**config.mk**
```make
export PLATFORM = sky130hd
export DESIGN_NAME = arcade_input_mapper
export DESIGN_NICKNAME = d
export VERILOG_FILES = /design/src/rtl/arcade_input_mapper.sv
export SDC_FILE = /design/constraint.sdc
export NUM_CORES = 1
export LEC_CHECK = 0
export BUFFER_PORTS_ARGS = -buffer_cell sky130_fd_sc_hd__buf_4
export CAP_MARGIN = 20
export CORE_ASPECT_RATIO = 1.4
export CORE_UTILIZATION = 40
export DETAILED_ROUTE_END_ITERATION = 8
export PLACE_DENSITY = 0.62
export SYNTH_ARGS = -nofsm -noshare
export SYNTH_HDL_FRONTEND = slang
export SYNTH_SLANG_ARGS = --single-unit
```
**constraint.sdc**
```tcl
create_clock -name clk_sys -period 4.6 [get_ports clk_sys]
set_input_delay 0.92 -clock clk_sys [delete_from_list [all_inputs] [get_ports clk_sys]]
set_output_delay 0.92 -clock clk_sys [all_outputs]
set_load 0.01 [all_outputs]
```
**src/rtl/arcade_input_mapper.sv**
```systemverilog
// -----------------------------------------------------------------------------
// arcade_input_mapper
//
// Purpose:
//   Front-end between hps_io joystick words and an arcade core's player
//   inputs. For each of PLAYERS channels it selects the control source
//   (own pad or the OR of all pads), cancels opposing directions, passes
//   fire/start through, and shapes the coin bit into a fixed-length pulse
//   followed by a lockout gap. Every output bit is registered.
//
// Parameters:
//   PLAYERS        number of player channels (1..4)
//   BUTTONS        fire buttons per player (1..8), source bits [4+BUTTONS-1:4]
//   COIN_PULSE     coin output high time in clk_sys cycles (>=1)
//   COIN_GAP       lockout after the pulse in clk_sys cycles (>=0)
//   AUTOFIRE_HALF  autofire half-period in cycles (autofire build only)
//
// Ports:
//   clk_sys     in   1                    single clock
//   reset_n     in   1                    synchronous, active-low reset
//   joy_in      in   16*PLAYERS           player p at [16p+15:16p];
//                                         bit 0 right, 1 left, 2 down, 3 up,
//                                         4..3+BUTTONS fire, 4+BUTTONS start,
//                                         5+BUTTONS coin
//   shared      in   1                    1 = directions/fire from OR of pads
//   autofire    in   PLAYERS              per-player autofire on fire 0
//   player_out  out  (BUTTONS+6)*PLAYERS  per player
//                                         {coin,start,fire[BUTTONS-1:0],
//                                          right,left,down,up}
//
// Build option:
//   INPUT_MAPPER_AUTOFIRE_EN  when defined, a free-running counter toggles an
//                             autofire phase every AUTOFIRE_HALF cycles; a
//                             player with autofire set and fire 0 held sees
//                             fire 0 = phase. When undefined, no autofire
//                             logic exists and fire 0 always passes through.
// -----------------------------------------------------------------------------
module arcade_input_mapper #(
  parameter int PLAYERS       = 2,
  parameter int BUTTONS       = 1,
  parameter int COIN_PULSE    = 12000,
  parameter int COIN_GAP      = 6000,
  parameter int AUTOFIRE_HALF = 600000
) (
  input  logic                            clk_sys,
  input  logic                            reset_n,
  input  logic [16*PLAYERS-1:0]           joy_in,
  input  logic                            shared,
  input  logic [PLAYERS-1:0]              autofire,
  output logic [(BUTTONS+6)*PLAYERS-1:0]  player_out
);

  // Per-player output width and the number of source bits that can be shared
  // (four directions plus the fire buttons).
  localparam int OUT_W  = BUTTONS + 6;
  localparam int CTRL_W = 4 + BUTTONS;

  // Coin counter sized for the longer of the two timed phases.
  localparam int CNT_MAX = (COIN_PULSE > COIN_GAP) ? COIN_PULSE : COIN_GAP;
  localparam int CNT_W   = $clog2(CNT_MAX + 1);

  localparam logic [CNT_W-1:0] PULSE_LOAD = CNT_W'(COIN_PULSE - 1);
  localparam logic [CNT_W-1:0] GAP_LOAD   = (COIN_GAP > 0) ? CNT_W'(COIN_GAP - 1) : '0;

  typedef enum logic [1:0] {
    ST_IDLE  = 2'd0,
    ST_PULSE = 2'd1,
    ST_GAP   = 2'd2
  } coin_state_t;

  // ---------------------------------------------------------------------------
  // Shared-control source: bitwise OR of every pad's directions and fire bits.
  // ---------------------------------------------------------------------------
  logic [CTRL_W-1:0] w_joy_or;

  // NOTE: a combinational block assigns every output a default before any
  // branch so that no path leaves a value held, which would infer a latch.
  always_comb begin
    w_joy_or = '0;
    for (int p = 0; p < PLAYERS; p++) begin
      w_joy_or = w_joy_or | joy_in[16*p +: CTRL_W];
    end
  end

  // ---------------------------------------------------------------------------
  // Autofire phase generator (optional).
  // ---------------------------------------------------------------------------
  logic               w_af_phase;
  logic [PLAYERS-1:0] w_af_en;

`ifdef INPUT_MAPPER_AUTOFIRE_EN
  localparam int AF_W = (AUTOFIRE_HALF > 1) ? $clog2(AUTOFIRE_HALF) : 1;

  logic [AF_W-1:0] r_af_cnt;
  logic            r_af_phase;

  // NOTE: clocked state uses non-blocking assignments so every register
  // samples the pre-edge values, independent of statement order.
  always_ff @(posedge clk_sys) begin
    if (!reset_n) begin
      r_af_cnt   <= '0;
      r_af_phase <= 1'b0;
    end else if (r_af_cnt == AF_W'(AUTOFIRE_HALF - 1)) begin
      r_af_cnt   <= '0;
      r_af_phase <= ~r_af_phase;
    end else begin
      r_af_cnt   <= r_af_cnt + 1'b1;
    end
  end

  assign w_af_phase = r_af_phase;
  assign w_af_en    = autofire;

  // Sink for the joystick bits above coin, which no player reads.
  logic w_unused_inputs;
  assign w_unused_inputs = ^joy_in;
`else
  assign w_af_phase = 1'b0;
  assign w_af_en    = '0;

  // Sink for inputs this build leaves unread: the autofire enables, the
  // autofire period, and the joystick bits above coin.
  logic w_unused_inputs;
  assign w_unused_inputs = (^autofire) ^ (^joy_in) ^ (AUTOFIRE_HALF > 0);
`endif

  // ---------------------------------------------------------------------------
  // Per-player datapath and coin pulse shaper.
  // ---------------------------------------------------------------------------
  for (genvar p = 0; p < PLAYERS; p++) begin : g_player
    logic [CTRL_W-1:0]  w_src;
    logic               w_up;
    logic               w_down;
    logic               w_left;
    logic               w_right;
    logic [BUTTONS-1:0] w_fire;
    logic               w_start;
    logic               w_coin;
    logic               w_coin_rise;

    coin_state_t        r_state;
    coin_state_t        w_state_nxt;
    logic [CNT_W-1:0]   r_cnt;
    logic [CNT_W-1:0]   w_cnt_nxt;
    logic               r_coin_prev;
    logic [OUT_W-1:0]   r_out;

    // Directions and fire follow the shared source; start and coin are
    // always the player's own.
    assign w_src   = shared ? w_joy_or : joy_in[16*p +: CTRL_W];
    assign w_start = joy_in[16*p + 4 + BUTTONS];
    assign w_coin  = joy_in[16*p + 5 + BUTTONS];

    // Opposing pairs cancel to neutral rather than favouring either side.
    assign w_right = w_src[0] & ~w_src[1];
    assign w_left  = w_src[1] & ~w_src[0];
    assign w_down  = w_src[2] & ~w_src[3];
    assign w_up    = w_src[3] & ~w_src[2];

    always_comb begin
      w_fire = w_src[4 +: BUTTONS];
      if (w_af_en[p] && w_src[4]) begin
        w_fire[0] = w_af_phase;
      end
    end

    // r_coin_prev comes out of reset high, so a coin held across reset
    // release is not mistaken for a fresh press.
    assign w_coin_rise = w_coin & ~r_coin_prev;

    // Coin FSM: presses are only accepted in IDLE; anything seen during the
    // pulse or the lockout is dropped, never queued.
    always_comb begin
      w_state_nxt = r_state;
      w_cnt_nxt   = r_cnt;
      unique case (r_state)
        ST_IDLE: begin
          if (w_coin_rise) begin
            w_state_nxt = ST_PULSE;
            w_cnt_nxt   = PULSE_LOAD;
          end
        end
        ST_PULSE: begin
          if (r_cnt == '0) begin
            if (COIN_GAP > 0) begin
              w_state_nxt = ST_GAP;
              w_cnt_nxt   = GAP_LOAD;
            end else begin
              w_state_nxt = ST_IDLE;
            end
          end else begin
            w_cnt_nxt = r_cnt - 1'b1;
          end
        end
        ST_GAP: begin
          if (r_cnt == '0) begin
            w_state_nxt = ST_IDLE;
          end else begin
            w_cnt_nxt = r_cnt - 1'b1;
          end
        end
        default: begin
          w_state_nxt = ST_IDLE;
          w_cnt_nxt   = '0;
        end
      endcase
    end

    // The coin output is taken from the next state, so the output register
    // goes high on the same edge that enters PULSE and drops on the edge
    // that leaves it, giving exactly COIN_PULSE high cycles.
    always_ff @(posedge clk_sys) begin
      if (!reset_n) begin
        r_state     <= ST_IDLE;
        r_cnt       <= '0;
        r_coin_prev <= 1'b1;
        r_out       <= '0;
      end else begin
        r_state     <= w_state_nxt;
        r_cnt       <= w_cnt_nxt;
        r_coin_prev <= w_coin;
        r_out       <= {(w_state_nxt == ST_PULSE), w_start, w_fire,
                        w_right, w_left, w_down, w_up};
      end
    end

    assign player_out[OUT_W*p +: OUT_W] = r_out;
  end

endmodule
```
==> flow_summary.toml <==
[status]
status = "finished, final reports clean"

[timing]
finalHoldViolCount = 0
drv_slew = 0
worst_slack_ns = 2.428
max_freq_mhz = 460.4
hold_ws_ns = 0.5216
rsz0062_at_grt = "false"
skew_ns = 0.009289
slew_headroom = 0.5805
worst_pin_slew_ns = 0.6265
period_share = 0.4722
finalSetupTns_ns = 0
fin_crit_ns = 2.172
finalSetupViolCount = 0

[yosys]
synthDominantCellAreaShare = 0.3640
synthTopCellsByArea = "dfxtp_1 (36%), a21oi_1 (5.3%), nand2_1 (4.8%)"
syn_area_per_cell_um2 = 8.435
ys_warn_count = 0
synth_nets = 354
async_flop_share = 0
synth_seq_cells = 48
seq_area_frac_synth = 0.3640
yosysMostFrequentCell = "dfxtp_1"
ys.flop_type = "dfxtp_1"
synthCells = 313
synthTopCellsByCount = "dfxtp_1 (48), nand2_1 (34), nor2_1 (30)"
synth_largest_area_cell = "dfxtp_1"
synth_area_um2 = 2640
synth-edff-count = 0
yosysUniqueCellTypes = 68

[layout]
antennaDiodeCount = 0
fin_nets = 374
syn_to_final_growth_pct = 12.23
area.sequential_um2 = 960.9
multi_input_area_um2 = 1545
drive_gt1_frac = 0.2066
n_fill_cell = 617

[die]
dieArea_um2 = 6934
core_um2 = 6296
dieWidth_um = 70.66
fp-row-count = 34
io_pins = 51
die_h_um = 98.13
start_util = 0.4193

[setup_path]
arrival_ns = 2.38
crit_path_max_fanout = 12
path_cells = "buf_4, nor2b_1, nor2_1, a21oi_2, nand2_1, a32o_1"
cp-end-kind = "register"
slowest_delay_ns = 0.46
required_ns = 4.81
cp_slowest_cell = "a21oi_2"
r2r_setup_slack_ns = 2.54
critical_path_class = "input pin to register"
cp-start-kind = "input pin"

[place]
place_congestion = 0.8077
place_hpwl_um = 4463
place_ws_ns = 2.131
port_buffers = 30

[clock_network]
insertion_delay_ns = 0.31
path_clk_slew_ns = 0.09
cts.sinks = 48
cts_setup_buffers = 0
htreeDepth = 2
cts_resized = 0
cts_tree = "yes"
postCtsHoldBufs = 0
cts_buffers = 5
cts_buffer_depth = 2
cts-root-buf = "clkbuf_8"

[grt]
overflow = 0
grt_max_degree = 46
antenna_found_initial = 0
grt_pass1_wl_um = 10600
track_usage = 0.1904
grt_pass1_vias = 2286

[pwr]
power.density_nw_per_um2 = 369.8
power_leakage_nw = 1.132
power_w = 0.001096
vdd_ir_drop_max_mv = 0.1844

[drt]
wirelength_um = 6091
avgRoutedWirePerCell_um = 15.00
antenna_left = 0
viasPerCell = 5.717
drtIter0Drc = 166
dr_total_vias = 2321
drc = 0
firstDrtPassIters = 4

[run]
maxCapViolCount = 0

[hold_path]
hold_path_class = "register to register"
[kinds of logic after synthesis]
family / Yosys count / synth area share
xor+xnor: 3 / 0.009954
compound gates: 94 / 0.2540
simple gates: 134 / 0.2972
buf+inv: 29 / 0.05071
flops: 48 / 0.3640
fa+ha+maj: 5 / 0.02417
[critical path: cells and delay by family]
family	cells	cell delay, ns
compound gates	2	0.73
buf+inv	1	0.08
simple gates	3	0.65
[sequential cells by signal (all words and copies together) (netlist names)]
signal                count
g_player.r_state          4
g_player.r_cnt           28
g_player.r_coin_prev      2
g_player.r_out           14
[where the power goes]
group          internal (W)  total (W)  switching, W
sequential         0.000452   0.000507     0.0000543
combinational      0.000136   0.000319      0.000183
clock              0.000123   0.000270      0.000147
total              0.000712    0.00110      0.000384
[routing by layer]
metal / vias to the layer above / GRT usage / routed length [µm]
li1: 1193 / - / -
met1: 1087 / 0.2069 / 2464
met2: 26 / 0.3555 / 3347
met3: 15 / 0.02993 / 110
met4: 0 / 0.08923 / 169
met5: - / 0 / 0
[layout by cell type (no fill, tap or decap), types with 5 or more instances in the layout]
cell type  count
a21oi_1       28
a31oi_1        5
buf_4         30
clkbuf_8       6
dfxtp_1       48
inv_1         12
nand2_1       34
nand3_1        9
nor2_1        30
nor3_1         9
o21ai_0        9
o21ai_1        5
[path summary, 6_finish.rpt]
| check | from | endpoint | depth (start not counted) |
|---|---|---|---|
| min reg2reg | g_player[0].r_cnt[5]$_SDFFE_PN0P_ | g_player[0].r_cnt[5]$_SDFFE_PN0P_ | 2 |
| max | joy_in[6] | g_player[0].r_cnt[3]$_SDFFE_PN0P_ | 6 |
| min | g_player[0].r_cnt[5]$_SDFFE_PN0P_ | g_player[0].r_cnt[5]$_SDFFE_PN0P_ | 2 |
| max reg2reg | g_player[0].r_cnt[0]$_SDFFE_PN0P_ | g_player[0].r_cnt[3]$_SDFFE_PN0P_ | 6 |
[through the flow]
stage | instance area (µm²) | cells | utilization
after floorplan | 2640 | 313 | -
after global placement | 2867 | 398 | 0.4553
after detailed placement | 2867 | 398 | 0.4553
after CTS | 2963 | 406 | 0.4706
after global routing | 2963 | 406 | 0.4706
final | 2963 | 406 | 0.4706
[final cells by class]
type	count	share of cell area
Clock buffer	6	0.02787
Clock inverter	2	0.004645
Tap cell	72	0.03041
Sequential cell	48	0.3243
Inverter	12	0.01520
Timing Repair Buffer	30	0.07601
Multi-Input combinational cell	236	0.5215
(Power assumes the default switching activity.)
